[src/rtl/barrel_shifter_pkg.sv]
// Shared definitions for the pipelined barrel shifter.
// Contents: op field width, op code type and the op code constants.
// Op codes 101..111 are not named; they pass the operand through.
package barrel_shifter_pkg;

    localparam int OP_W = 3;

    typedef logic [OP_W-1:0] op_t;

    localparam op_t OP_SLL = 3'b000;  // logical left, zero fill
    localparam op_t OP_SRL = 3'b001;  // logical right, zero fill
    localparam op_t OP_SRA = 3'b010;  // arithmetic right, sign fill
    localparam op_t OP_ROL = 3'b011;  // rotate left
    localparam op_t OP_ROR = 3'b100;  // rotate right

endpackage

[src/rtl/barrel_shift_stage.sv]
// One registered stage of the barrel shifter: shifts by SHIFT when sel=1.
// Ports:
//   clk, rst_n              clock, synchronous active-low reset
//   en                      advance enable; all registers hold when low
//   sel                     apply the shift this stage (shift-amount bit k)
//   in_valid/in_data/in_op/in_sign/in_shamt   incoming pipeline slot
//   out_valid/out_data/out_op/out_sign/out_shamt   registered slot
module barrel_shift_stage
    import barrel_shifter_pkg::*;
#(
    parameter int WIDTH = 8,
    parameter int SHIFT = 1,
    parameter int SHW   = 3
) (
    input  logic             clk,
    input  logic             rst_n,
    input  logic             en,
    input  logic             sel,
    input  logic             in_valid,
    input  logic [WIDTH-1:0] in_data,
    input  op_t              in_op,
    input  logic             in_sign,
    input  logic [SHW-1:0]   in_shamt,
    output logic             out_valid,
    output logic [WIDTH-1:0] out_data,
    output op_t              out_op,
    output logic             out_sign,
    output logic [SHW-1:0]   out_shamt
);

    logic [WIDTH-1:0] pre;
    logic [WIDTH-1:0] mux_out;

    // Candidate vector already shifted by SHIFT for the current op.
    always_comb begin
        // NOTE: default assigned first so no path leaves 'pre' unassigned,
        // which would otherwise infer a latch.
        pre = in_data;
        case (in_op)
            OP_SLL:  pre = {in_data[WIDTH-1-SHIFT:0], {SHIFT{1'b0}}};
            OP_SRL:  pre = {{SHIFT{1'b0}}, in_data[WIDTH-1:SHIFT]};
            // Sign comes from the operand MSB captured at accept, not from
            // the partially shifted data.
            OP_SRA:  pre = {{SHIFT{in_sign}}, in_data[WIDTH-1:SHIFT]};
            OP_ROL:  pre = {in_data[WIDTH-1-SHIFT:0], in_data[WIDTH-1:WIDTH-SHIFT]};
            OP_ROR:  pre = {in_data[SHIFT-1:0], in_data[WIDTH-1:SHIFT]};
            default: pre = in_data;
        endcase
    end

    for (genvar i = 0; i < WIDTH; i++) begin : g_mux
        mux2x1 u_mux (
            .a   (in_data[i]),
            .b   (pre[i]),
            .sel (sel),
            .y   (mux_out[i])
        );
    end

    always_ff @(posedge clk) begin
        // NOTE: non-blocking assignments so every stage samples the values
        // its neighbours held before this edge.
        if (!rst_n) begin
            // NOTE: data registers are reset too, not just valid, because
            // the last stage drives out_data, which must read 0 after reset.
            out_valid <= 1'b0;
            out_data  <= '0;
            out_op    <= '0;
            out_sign  <= 1'b0;
            out_shamt <= '0;
        end else if (en) begin
            out_valid <= in_valid;
            out_data  <= mux_out;
            out_op    <= in_op;
            out_sign  <= in_sign;
            out_shamt <= in_shamt;
        end
    end

endmodule

[src/rtl/mux2x1.sv]
// Single-bit 2:1 multiplexer primitive.
// Ports: a (selected when sel=0), b (selected when sel=1), sel, y (output).
module mux2x1 (
    input  logic a,
    input  logic b,
    input  logic sel,
    output logic y
);

    assign y = sel ? b : a;

endmodule

[src/rtl/barrel_shifter_pipe.sv]
// Pipelined barrel shifter/rotator with valid/ready on both sides.
// SHW = log2(WIDTH) registered stages, stage k shifts by 2^k when
// shamt[k]=1, LSB stage first. Latency SHW cycles, one result per clock.
// Ports:
//   clk, rst_n                     clock, synchronous active-low reset
//   in_valid/in_ready              operand handshake
//   in_data, in_shamt, in_op       operand, shift amount, op code
//   out_valid/out_ready            result handshake
//   out_data, out_op               result and its op code tag
module barrel_shifter_pipe
    import barrel_shifter_pkg::*;
#(
    parameter  int WIDTH = 8,
    localparam int SHW   = $clog2(WIDTH)
) (
    input  logic             clk,
    input  logic             rst_n,
    input  logic             in_valid,
    output logic             in_ready,
    input  logic [WIDTH-1:0] in_data,
    input  logic [SHW-1:0]   in_shamt,
    input  logic [OP_W-1:0]  in_op,
    output logic             out_valid,
    input  logic             out_ready,
    output logic [WIDTH-1:0] out_data,
    output logic [OP_W-1:0]  out_op
);

    // Index 0 is the pipeline input; index k+1 is the register of stage k.
    logic [SHW:0]                 valid_s;
    logic [SHW:0][WIDTH-1:0]      data_s;
    logic [SHW:0][OP_W-1:0]       op_s;
    logic [SHW:0]                 sign_s;
    logic [SHW:0][SHW-1:0]        shamt_s;
    logic                         en;
    logic                         unused_tail;

    // The whole pipeline moves in lock step: it advances whenever the
    // output slot is empty or being drained, bubbles included.
    assign en       = !out_valid || out_ready;
    assign in_ready = en;

    assign valid_s[0] = in_valid;
    assign data_s[0]  = in_data;
    assign op_s[0]    = in_op;
    assign sign_s[0]  = in_data[WIDTH-1];
    assign shamt_s[0] = in_shamt;

    for (genvar k = 0; k < SHW; k++) begin : g_stage
        barrel_shift_stage #(
            .WIDTH (WIDTH),
            .SHIFT (2 ** k),
            .SHW   (SHW)
        ) u_stage (
            .clk       (clk),
            .rst_n     (rst_n),
            .en        (en),
            .sel       (shamt_s[k][k]),
            .in_valid  (valid_s[k]),
            .in_data   (data_s[k]),
            .in_op     (op_s[k]),
            .in_sign   (sign_s[k]),
            .in_shamt  (shamt_s[k]),
            .out_valid (valid_s[k+1]),
            .out_data  (data_s[k+1]),
            .out_op    (op_s[k+1]),
            .out_sign  (sign_s[k+1]),
            .out_shamt (shamt_s[k+1])
        );
    end

    assign out_valid = valid_s[SHW];
    assign out_data  = data_s[SHW];
    assign out_op    = op_s[SHW];

    // Sign and shift amount have no consumer past the last stage.
    assign unused_tail = ^{sign_s[SHW], shamt_s[SHW]};

endmodule

[config.mk]
export PLATFORM = sky130hd
export DESIGN_NAME = barrel_shifter_pipe
export DESIGN_NICKNAME = d
export VERILOG_FILES = /design/src/rtl/barrel_shifter_pkg.sv /design/src/rtl/barrel_shift_stage.sv /design/src/rtl/mux2x1.sv /design/src/rtl/barrel_shifter_pipe.sv
export SDC_FILE = /design/constraint.sdc
export NUM_CORES = 1
export LEC_CHECK = 0
export CORE_MARGIN = 2
export CORE_UTILIZATION = 58
export DETAILED_ROUTE_END_ITERATION = 10
export PLACE_DENSITY = 0.84
export SLEW_MARGIN = 20
export SYNTH_ARGS = -nofsm -noshare
export SYNTH_HDL_FRONTEND = slang
export SYNTH_SLANG_ARGS = --single-unit
[constraint.sdc]
create_clock -name clk -period 2.73 [get_ports clk]
set_input_delay 0.546 -clock clk [delete_from_list [all_inputs] [get_ports clk]]
set_output_delay 0.546 -clock clk [all_outputs]
set_load 0.05 [all_outputs]
==> Yosys cells after proc, flatten, opt, wreduce, memory -nomap -nowiden <==
Cells that the tools add are included.
{ "classes": {"eq_ne": 12, "muxes": 27, "reduce_logical": 6} }
{ "op_table": {"columns": ["cell", "count"], "rows": [
  ["8-bit case mux with 5 select lines", 2],
  ["8-bit case mux with 4 select lines", 1],
  ["1-bit two-way mux", 24],
  ["3-bit by 2-bit equality test with 1-bit output, second input constant", 6],
  ["3-bit by 1-bit equality test with 1-bit output, second input constant", 3],
  ["3-bit equality test, second input constant", 3],
  ["3-bit logical NOT", 3],
  ["2-bit OR reduction", 1],
  ["1-bit logical NOT", 1],
  ["1-bit logical OR", 1]
]} }
{ "totals": {"reg_bits": 44, "inputBits": 18, "output_inout_bits": 13, "wordCells": 58} }

==> Depth between registers and ports, before layout <==
{ "depth": {"ltp_word": 4, "ltp_mapped": 5, "depth_no_buf": 5} }

==> Modules after synthesis <==
A second synthesis with hierarchy kept.
{ "hier_totals": {"hier_cells": 286, "hier_area_um2": 2937.8} }
{ "modules_own_cells": {"columns": ["mod", "n_inst", "cells_per_inst", "area_per_inst_um2", "seq_area_each_um2"], "rows": [
  ["barrel_shift_stage at g_stage[0].u_stage", 1, 90, 888.4, 320.3],
  ["barrel_shift_stage at g_stage[1].u_stage", 1, 87, 870.8, 320.3],
  ["barrel_shift_stage at g_stage[2].u_stage", 1, 84, 812.0, 320.3],
  ["mux2x1", 24, 1, 15.0, 0.0],
  ["barrel_shifter_pipe", 1, 1, 6.3, 0.0]
]} }

==> Worst setup path after synthesis <==
OpenSTA, ideal clock, no wires.
{ "synth_timing": {"path_type": "reg-to-output", "startpoint": "register g_stage[2].u_stage.out_valid", "endpoint": "output port in_ready", "t_arrival_ns": 1.408, "required_ns": 2.184, "path_slack_ns": 0.776, "stages_incl_launch_ff": 4, "n_path_buf": 1, "cell_sequence": "dfxtp_1 -> nor2b_1 -> inv_2 -> clkbuf_1"} }
{ "synth_between": {"elab_chain_len": 2} }
{ "synth_lines": {"columns": ["element", "line_no", "source"], "rows": [
  ["start, declared", "barrel_shift_stage.sv:24", "output logic out_valid,"],
  ["start signal, assigned", "barrel_shift_stage.sv:72", "out_valid <= in_valid;"],
  ["1-bit logical NOT", "barrel_shifter_pipe.sv:40", "assign en = !out_valid || out_ready;"],
  ["1-bit logical OR", "barrel_shifter_pipe.sv:40", null],
  ["end, declared", "barrel_shifter_pipe.sv:19", "output logic in_ready,"]
]} }
No other way between the ends.

==> Final worst setup path <==
{ "layout_timing": {"startpoint": "input port out_ready", "endpoint": "output port in_ready"} }
{ "layout_between": {"elab_chain_len": 1} }
{ "layout_lines": {"columns": ["element", "line_no", "source"], "rows": [
  ["start, declared", "barrel_shifter_pipe.sv:24", "input logic out_ready,"],
  ["1-bit logical OR", "barrel_shifter_pipe.sv:40", null]
]} }
No other way between the ends.

==> key figures <==
Final layout
  • Diodes inserted: 0
  • Area growth syn-to-layout: 19.49%
  • Nets: around 320
  • Layout cells sized above 1: 0.08333

Global route
  • Routing usage on met3: 0.04259
  • Total grt overflow: 0
  • Initial antenna violation count: 0
  • Largest net degree at the start of global routing: 31
  • Met1 Usage GRT: 0.4115
  • Met2 GRT Util: 0.4100
  • Number of global-route vias before repair: ~1900
  • Gr usage total: 0.2779
  • Top Usage Layer GRT: met1
  • First-pass GRT wire length: around 9.3 mm

Setup path
  • WS Path Type: input pin to output port
  • Delay-heaviest family, CP: buffers and inverters
  • CP arrival: ~1.5 ns
  • Worst setup EP type: output port
  • Crit path buffers/inverters: 3
  • CP Cell Sequence: clkdlybuf4s50_1, nor2b_2, inv_2, buf_4
  • CP max FO: 16
  • Crit-path max cell delay: between 0.4 and 0.5 ns
  • WP data required: 2.18 ns
  • Worst path slowest cell: clkdlybuf4s50_1
  • CP Launch Type: input pin

Run status
  • Status: finished, final reports clean

Yosys
  • Yosys warning count: 0
  • Synthesized flop and latch total: 41
  • Main flop type after synthesis: dfxtp_1
  • Sequential area share after synthesis: 0.3663
  • Syn_nets: 294
  • Syn Area/Cell: 8.119 um2
  • Synth unique cells: 43
  • Cell Area, Synth: 2241 um2
  • Post-synth EDFFs: 0
  • Ys async rst share: 0
  • Synth Instances: approximately 280

Die
  • I/O Pins: 31
  • Die ar.: around 4400 um2
  • Die Ht: 66.16 um
  • Starting Density: 0.6075
  • Die width: roughly 66 um
  • # rows: 22
  • Core Region: approximately 3700 um2

Routing
  • Via density: roughly 6.3
  • Residual DRC: 0
  • Avg WL per Cell: ~16 um
  • Initial DRT Pass Iterations: 5
  • Vias: around 2200
  • Starting DRT DRC Count: ~220
  • Final WL: 5.528 mm
  • Routed Antenna Nets: 0

Clocking
  • Resized cells post-CTS: 0
  • CTS tree: built
  • CTS root buffer: clkbuf_8
  • Num Clock Sinks: slightly above 40
  • TritonCTS Buffers: 5
  • Skew-Pair Late Insertion Delay: about 0.29 ns
  • Worst-path clk slew: around 0.080 ns
  • Hold buffers post-CTS: 0
  • Max clock buf depth: 2
  • Setup Buffers After CTS: 0
  • H-tree Lvls: 2

STA
  • Fmax: just under 500 MHz
  • RSZ-0062 raised after global routing: no
  • Setup violators final: 0
  • Tmin final: around 2.1 ns
  • Setup_tns: 0 ns
  • Final hold vios: 0
  • Slew @ Worst Pin: roughly 0.63 ns
  • Final Skew: about 0.0065 ns
  • Worst rel slew slack: 0.5747
  • Worst setup margin: 0.6517 ns
  • Final Max Tran Viols: 0
  • Final period util: 0.7613

Place
  • GPL Wtd Cong: 0.8690
  • Post-detail-place hpwl: 3.927 mm
  • Dpl ws: approximately 0.47 ns
  • Port-buffer cells: 30

Power
  • Pwr dens: 543.2 nW/um2
  • Leak Pwr: between 0.9 and 1 nW
  • Max VDD drop: around 0.36 mV
  • Total power: between 0.001 and 0.0015 W

Job
  • Max-cap violations: 0

Hold path
  • Worst Hold Class: register to register
## final timing paths
check                               startpoint                              to  cells past startpoint  slack [ns]
hold / removal    g_stage[2].u_stage.out_op[0]    g_stage[2].u_stage.out_op[0]                      2        0.48
setup reg to reg  g_stage[2].u_stage.out_valid  g_stage[2].u_stage.out_data[6]                      6        1.10
setup / recovery                     out_ready                        in_ready                      4        0.65
hold reg to reg   g_stage[2].u_stage.out_op[0]    g_stage[2].u_stage.out_op[0]                      2        0.48
## cell usage after synthesis (3+ instances only)
cell	number	share of area
a31oi_1	4	0.011
o221ai_1	10	0.039
inv_1	7	0.012
a221oi_1	4	0.016
o21a_1	3	0.010
mux2_2	4	0.020
nand3_1	7	0.016
nor3_1	3	0.0067
a22o_1	3	0.012
o21ai_0	16	0.036
o32ai_1	5	0.020
nand2_1	44	0.074
buf_2	4	0.0089
dfxtp_1	41	0.37
o21bai_1	4	0.013
nor2_1	17	0.028
a32o_1	5	0.022
o211ai_1	6	0.020
a21boi_0	19	0.064
clkbuf_1	15	0.025
nand2b_1	3	0.0084
a21oi_1	14	0.031
mux2i_1	10	0.045
## per-layer routing
| metal | vias up | wire, um |
|---|---|---|
| met2 | 103 | 2433 |
| met4 | 0 | 97 |
| met5 | - | 0 |
| met1 | 1019 | 2616 |
| li1 | 1065 | - |
| met3 | 9 | 381 |
## cell usage in the layout (no fill, tap or decap), types with 5 or more instances in the layout
cell             synthesis  final
nand2_1                 44     44
nor2_1                  17     17
buf_4                    1      7
dfxtp_1                 41     41
o32ai_1                  5      5
mux2i_1                 10     10
a32o_1                   5      5
a21oi_1                 14     14
o21ai_0                 16     16
o211ai_1                 6      6
inv_1                    7      7
clkbuf_8                 0      5
nand3_1                  7      7
o221ai_1                10     10
clkdlybuf4s50_1          0     29
a21boi_0                19     19
## metrics by stage
stage | util | std cells | instance area, um2 | hold slack (ns)
finish | 0.7259 | 348 | 2678 | 0.4782
global placement | 0.6947 | 340 | 2562 | 0.4502
CTS | 0.7259 | 348 | 2678 | 0.4775
global route | 0.7259 | 348 | 2678 | 0.4985
detailed placement | 0.6947 | 340 | 2562 | 0.4640
floorplan | - | 276 | 2241 | 0.4361
## sequential cells by signal, summed over array words and instances (netlist names)
register and count:
g_stage.u_stage.out_op 9, g_stage.u_stage.out_sign 2, g_stage.u_stage.out_shamt 3, g_stage.u_stage.out_valid 3, g_stage.u_stage.out_data 24
## layout make-up
type	instances	area (um2)
fillers	305	1011
repair buffers	36	342.8
flip-flops and latches	41	820.8
well taps	48	60.06
clock inverters	3	46.29
multi-input cells	207	1309
clock buffers	5	68.82
inverters	8	30.03
## worst register-to-register path, stage by stage, from the launching register on
cell and delay (ns):
dfxtp_1 0.32, nor2b_2 0.16, inv_2 0.21, buf_4 0.23, o21ai_0 0.23, o221ai_1 0.30
a21oi_1 0.06
## cell families (layout without fill, tap and decap cells)
logic type,after synthesis,count (layout),share of synthesized area
AO/OA/AOI/OAI,102,102,0.3277
XOR/XNOR,3,3,0.01508
buffers and inverters,28,52,0.05081
flip-flops,41,41,0.3663
multiplexers,14,14,0.06477
AND/OR/NAND/NOR,88,88,0.1753
## power breakdown
part           leakage [nW]  switching (W)  total, W  internal, W
logic                 0.575       0.000157  0.000281     0.000124
clock network        0.0543       0.000209  0.000482     0.000273
registers             0.339      0.0000507  0.000691     0.000640
total                 0.968       0.000417   0.00145      0.00104
Note: power is estimated with default switching activity, not from simulation.
